--- src/rtl/fifo_drain_ctrl.sv ---
// Read-side drain controller for the 4b-in/32b-out flush FIFO: pops words into a small
// output buffer, streams them out, and runs the flush handshake. FIFO_DRAIN_STATS_EN adds stat counters.
module fifo_drain_ctrl #(
   parameter int DATA_W    = 32,
   parameter int BUF_DEPTH = 4,
   parameter int TIMEOUT   = 64,
   parameter int TO_W      = $clog2(TIMEOUT+1)
) (
   input  logic              clk,
   input  logic              rst,
   input  logic              fifo_vld_rd_data,
   input  logic              fifo_empty,
   input  logic [DATA_W-1:0] fifo_rd_data,
   input  logic              fifo_flush_done,
   output logic              fifo_rd,
   output logic              fifo_flush_req,
   input  logic              flush_cmd,
   output logic              out_valid,
   output logic [DATA_W-1:0] out_data,
   input  logic              out_ready,
   output logic              flush_busy,
   output logic              flush_done_o
`ifdef FIFO_DRAIN_STATS_EN
   ,
   output logic [15:0]       stat_words,
   output logic [7:0]        stat_flushes
`endif
);

   localparam int PTR_W = (BUF_DEPTH > 1) ? $clog2(BUF_DEPTH) : 1;
   localparam int CNT_W = $clog2(BUF_DEPTH+1);
   localparam int TC_W  = (TO_W < 1) ? 1 : TO_W;

   typedef enum logic [2:0] {RUN, FL_WAIT, FL_REQ, FL_DRAIN, FL_DONE} state_t;

   state_t            state_q;
   logic [DATA_W-1:0] buf_q [BUF_DEPTH];
   logic [PTR_W-1:0]  wr_ptr_q, rd_ptr_q;
   logic [CNT_W-1:0]  count_q;
   logic              inflight_q;
   logic              pend_q;
   logic [TC_W-1:0]   to_q;

   logic              pop, push, xfer, room, drained, to_inc, to_hit, trig;
   logic [CNT_W:0]    occ;

   function automatic logic [PTR_W-1:0] ptr_inc(input logic [PTR_W-1:0] p);
      return (p == PTR_W'(BUF_DEPTH-1)) ? '0 : p + PTR_W'(1);
   endfunction

   // A word in flight already owns a buffer slot, so it counts toward occupancy.
   assign occ       = (CNT_W+1)'(count_q) + (CNT_W+1)'(inflight_q);
   assign room      = occ < (CNT_W+1)'(BUF_DEPTH);
   assign fifo_rd   = (state_q == RUN) & fifo_vld_rd_data & room;
   assign pop       = (fifo_rd | fifo_flush_req) & ~fifo_empty;
   assign push      = inflight_q;
   assign out_valid = (count_q != '0);
   assign out_data  = buf_q[rd_ptr_q];
   assign xfer      = out_valid & out_ready;
   assign drained   = (count_q == '0) & ~inflight_q;

   assign to_inc = (state_q == RUN) & ~fifo_empty & ~fifo_vld_rd_data;
   assign to_hit = (TIMEOUT != 0) && (to_q == TC_W'(TIMEOUT));
   assign trig   = flush_cmd | pend_q | to_hit;

   always_ff @(posedge clk)
      if (push) buf_q[wr_ptr_q] <= fifo_rd_data;

   always_ff @(posedge clk or posedge rst)
      if (rst) begin
         wr_ptr_q   <= '0;
         rd_ptr_q   <= '0;
         count_q    <= '0;
         inflight_q <= 1'b0;
      end else begin
         inflight_q <= pop;
         if (push) wr_ptr_q <= ptr_inc(wr_ptr_q);
         if (xfer) rd_ptr_q <= ptr_inc(rd_ptr_q);
         if (push && !xfer)      count_q <= count_q + CNT_W'(1);
         else if (xfer && !push) count_q <= count_q - CNT_W'(1);
      end

   always_ff @(posedge clk or posedge rst)
      if (rst) begin
         state_q        <= RUN;
         fifo_flush_req <= 1'b0;
         flush_busy     <= 1'b0;
         flush_done_o   <= 1'b0;
         pend_q         <= 1'b0;
         to_q           <= '0;
      end else begin
         flush_done_o <= 1'b0;
         to_q         <= '0;
         if (flush_busy && flush_cmd) pend_q <= 1'b1;
         case (state_q)
            RUN: begin
               if (TIMEOUT != 0 && to_inc && !to_hit) to_q <= to_q + TC_W'(1);
               if (trig) begin
                  state_q    <= FL_WAIT;
                  flush_busy <= 1'b1;
                  pend_q     <= 1'b0;
                  to_q       <= '0;
               end
            end
            FL_WAIT:
               if (drained) begin
                  if (fifo_empty) begin
                     state_q      <= FL_DONE;
                     flush_done_o <= 1'b1;
                  end else begin
                     state_q        <= FL_REQ;
                     fifo_flush_req <= 1'b1;
                  end
               end
            FL_REQ:
               if (fifo_flush_done) begin
                  fifo_flush_req <= 1'b0;
                  state_q        <= FL_DRAIN;
               end
            FL_DRAIN:
               if (drained) begin
                  state_q      <= FL_DONE;
                  flush_done_o <= 1'b1;
               end
            FL_DONE: begin
               state_q    <= RUN;
               flush_busy <= 1'b0;
            end
            default: begin
               state_q        <= RUN;
               flush_busy     <= 1'b0;
               fifo_flush_req <= 1'b0;
            end
         endcase
      end

`ifdef FIFO_DRAIN_STATS_EN
   logic [15:0] words_q;
   logic [7:0]  flushes_q;

   always_ff @(posedge clk or posedge rst)
      if (rst) begin
         words_q   <= '0;
         flushes_q <= '0;
      end else begin
         if (xfer && words_q != '1)           words_q   <= words_q + 16'd1;
         if (flush_done_o && flushes_q != '1) flushes_q <= flushes_q + 8'd1;
      end

   assign stat_words   = words_q;
   assign stat_flushes = flushes_q;
`endif

endmodule

--- config.mk ---
export PLATFORM = sky130hd
export DESIGN_NAME = fifo_drain_ctrl
export DESIGN_NICKNAME = d
export VERILOG_FILES = /design/src/rtl/fifo_drain_ctrl.sv
export SDC_FILE = /design/constraint.sdc
export NUM_CORES = 1
export LEC_CHECK = 0
export ABC_AREA = 1
export BUFFER_PORTS_ARGS = -buffer_cell sky130_fd_sc_hd__clkbuf_2
export CORE_UTILIZATION = 30
export CTS_CLUSTER_DIAMETER = 200
export DETAILED_ROUTE_END_ITERATION = 7
export PLACE_DENSITY_LB_ADDON = 0.05
export SKIP_CTS_REPAIR_TIMING = 1
export SLEW_MARGIN = 20
export SYNTH_ARGS = -nofsm -noshare
export SYNTH_HDL_FRONTEND = slang
export SYNTH_SLANG_ARGS = --single-unit
--- constraint.sdc ---
create_clock -name clk -period 4.3 [get_ports clk]
set_input_delay 0.215 -clock clk [delete_from_list [all_inputs] [get_ports clk]]
set_output_delay 0.215 -clock clk [all_outputs]
set_load 0.005 [all_outputs]
==> metrics <==
status finished, violations left; failing checks negative hold slack; vias in the first global route approximately 3600; Synth Register Bits 150; number of max-cap violations 0; Yosys top cell area share 0.641; std cell rows 51; first-pass GRT wire length a little under 20000 microns; drt first pass iters 4; final setup vio count 0; ANT nets after route 0; Initial Utilization 0.307; Synth area leaders edfxtp_1, dfrtp_1, nor2_1; Clk pin slew, worst setup/hold paths about 0.06 ns; CP endpoint kind output pin; RSZ-0062 raised after global routing no; sequential cell area fraction in the yosys report 0.733; Die ar. approximately 21000 sq um; critical path class reg2out; CTS H-Tree Depth 4; Die Y between 100 and 150 microns; DP HPWL between 7000 and 8000 microns; layout cell share with drive strength beyond 1 0.224; Most used DFF post-synth edfxtp_1; register area about 4400 sq um; sw power between 1.5 and 2 mW; combinational power share 0.310; Root Driver clkbuf_16; die width 143 microns; Final min period around 2.5 ns; Cell Area, Synth roughly 6000 sq um; Async SR Flop Fraction 0.147; 1st-iter DRT viols 209; Syn Inst Count approximately 470; Worst Setup Start Kind flop; CP max FO 34; max-slew violations 0; VDD IR max between 0.3 and 0.4 mV; CTS Buffer Depth 2; WP data arrival 2.24 ns; EDFF count, synth between 100 and 150; Worst Path Required between 4 and 5 ns; PD cells around 640 nW/um^2; DR WL/cell 15.6 microns; Pint 3.00 mW; endpoints failing hold 22; Sw Ratio 0.340; clock share of power 0.277; cell taking the most area after synthesis edfxtp_1; vias per cell around 4.4; multi-input combinational cell area 1350 sq um; IO Pins 76; Hold WC Path Type in2async; core area between 15000 and 20000 sq um; Num CTS Buffers 17; Post-synth top cells edfxtp_1, nor2_1, o21ai_0; clock skew between 0.008 and 0.009 ns; period utilization 0.572; Worst-Margin Slew about 0.94 ns; count leader, synth edfxtp_1; worst reg-to-reg setup slack 2.43 ns; DRC viols 0; Warnings, synthesis 0; Synth Net Count about 510; CP peak stage delay around 0.46 ns; nets ~590; routability cong. 0.699; via count around 3600; P_leak about 2.6 nW; GRT Util Overall 0.134; library cells used by synthesis 30; Worst slew margin 0.373; Seq pwr share 0.413; Design Power about 4.5 mW; WHS -0.0401 ns; initial antenna violation count 1; Syn-to-layout area delta 18.8%; GRT overflow 0; worst skew pair latency about 0.41 ns; Critical Path, Cell by Cell inv_2, buf_4, o21ai_1, o22ai_1, clkbuf_2; clk sinks 150; TritonCTS clock tree yes; largest net degree at the start of global routing 67; FILL cells roughly 2000; Mean Syn Cell Area about 13 sq um; DRT Wirelength 12800 microns; setup_tns 0 ns; Max Clock Freq slightly above 400 MHz; Slowest-stage cell, CP buf_4; Port Buffers between 70 and 80
## sequential cells by signal, indices dropped and copies added, names as in the netlist
| register | count |
|---|---|
| buf_q | 128 |
| count_q | 3 |
| fifo_flush_req | 1 |
| flush_busy | 1 |
| flush_done_o | 1 |
| inflight_q | 1 |
| pend_q | 1 |
| rd_ptr_q | 2 |
| state_q | 3 |
| to_q | 7 |
| wr_ptr_q | 2 |
## final cells by class
type,instances,share of cell area
inverter,30,0.0160
tap,265,0.0466
antenna,1,0.000351
clock buffer,20,0.0613
timing repair buffer,81,0.0601
sequential,150,0.617
multi-input combinational,265,0.190
clock inverter,11,0.00879
## cells by family after synthesis
group / synth area share
AO/OA/AOI/OAI: 0.0998
XOR/XNOR: 0.00438
adder cells (fa/ha/maj): 0.0200
buffers and inverters: 0.0415
flip-flops: 0.733
AND/OR/NAND/NOR: 0.101
## power by group through the flow
stage	Clock (mW)	Sequential [mW]	Combinational, mW
floorplan	0	1.89	0.943
global placement	0	1.90	1.43
detailed placement	0	1.91	1.45
CTS	1.29	1.88	1.45
global route	1.35	1.90	1.62
finish	1.26	1.88	1.41
## placed cells by master (no fill, tap or decap), drive strengths merged, types with 2 or more instances in the layout
master       synthesis  final
clkbuf               8     95
inv                 29     29
dlygate4sd3          0      3
clkinvlp             0      4
nand3               13     13
clkinv               1      8
nand2               33     33
o21bai               2      2
xnor2                2      2
buf                 13      3
o21ai               68     68
o22ai               32     32
ha                   8      8
dfrtp               22     22
a21oi                7      7
nor2                94     94
edfxtp             128    128
## critical path, delay by kind of cell, from the launching register on
| family | cells | cell delay, ns |
|---|---|---|
| flip-flops | 1 | 0.40 |
| buffers and inverters | 3 | 1.08 |
| AO/OA/AOI/OAI | 2 | 0.35 |
## final timing paths
kind	from	endpoint	cells after the start
hold / removal	rst	count_q[2]	2
hold reg to reg	state_q[2]	flush_busy	1
max in group asynchronous	rst	rd_ptr_q[0]	2
setup reg to reg	count_q[1]	count_q[1]	8
min in group clk	fifo_rd_data[6]	buf_q[3][6]	1
setup / recovery	rd_ptr_q[0]	out_data[21]	5
## through the flow
| stage | utilization | area [sq um] | hold WS, ns | setup WS (ns) | std cells |
|---|---|---|---|---|---|
| 2_1_floorplan | - | 5990 | 0.204 | 2.58 | 466 |
| 6_report | 0.365 | 7120 | -0.0401 | 1.84 | 823 |
| 4_1_cts | 0.363 | 7090 | -0.0203 | 1.78 | 819 |
| 5_1_grt | 0.365 | 7120 | 0.00206 | 1.60 | 822 |
| 3_5_place_dp | 0.337 | 6590 | 0.419 | 2.22 | 788 |
| 3_3_place_gp | 0.337 | 6590 | 0.426 | 2.27 | 788 |
## per-layer routing
layer | wire, microns | part of all wire | vias up | global-route usage
met1 | 5980 | 0.47 | 1725 | 0.171
met3 | 698 | 0.054 | 8 | 0.0460
li1 | - | - | 1816 | -
met2 | 6040 | 0.47 | 58 | 0.213
met4 | 112 | 0.0087 | 0 | 0.0454
met5 | 0 | 0 | - | 0
No activity file was read; power rests on OpenSTA's default activity.
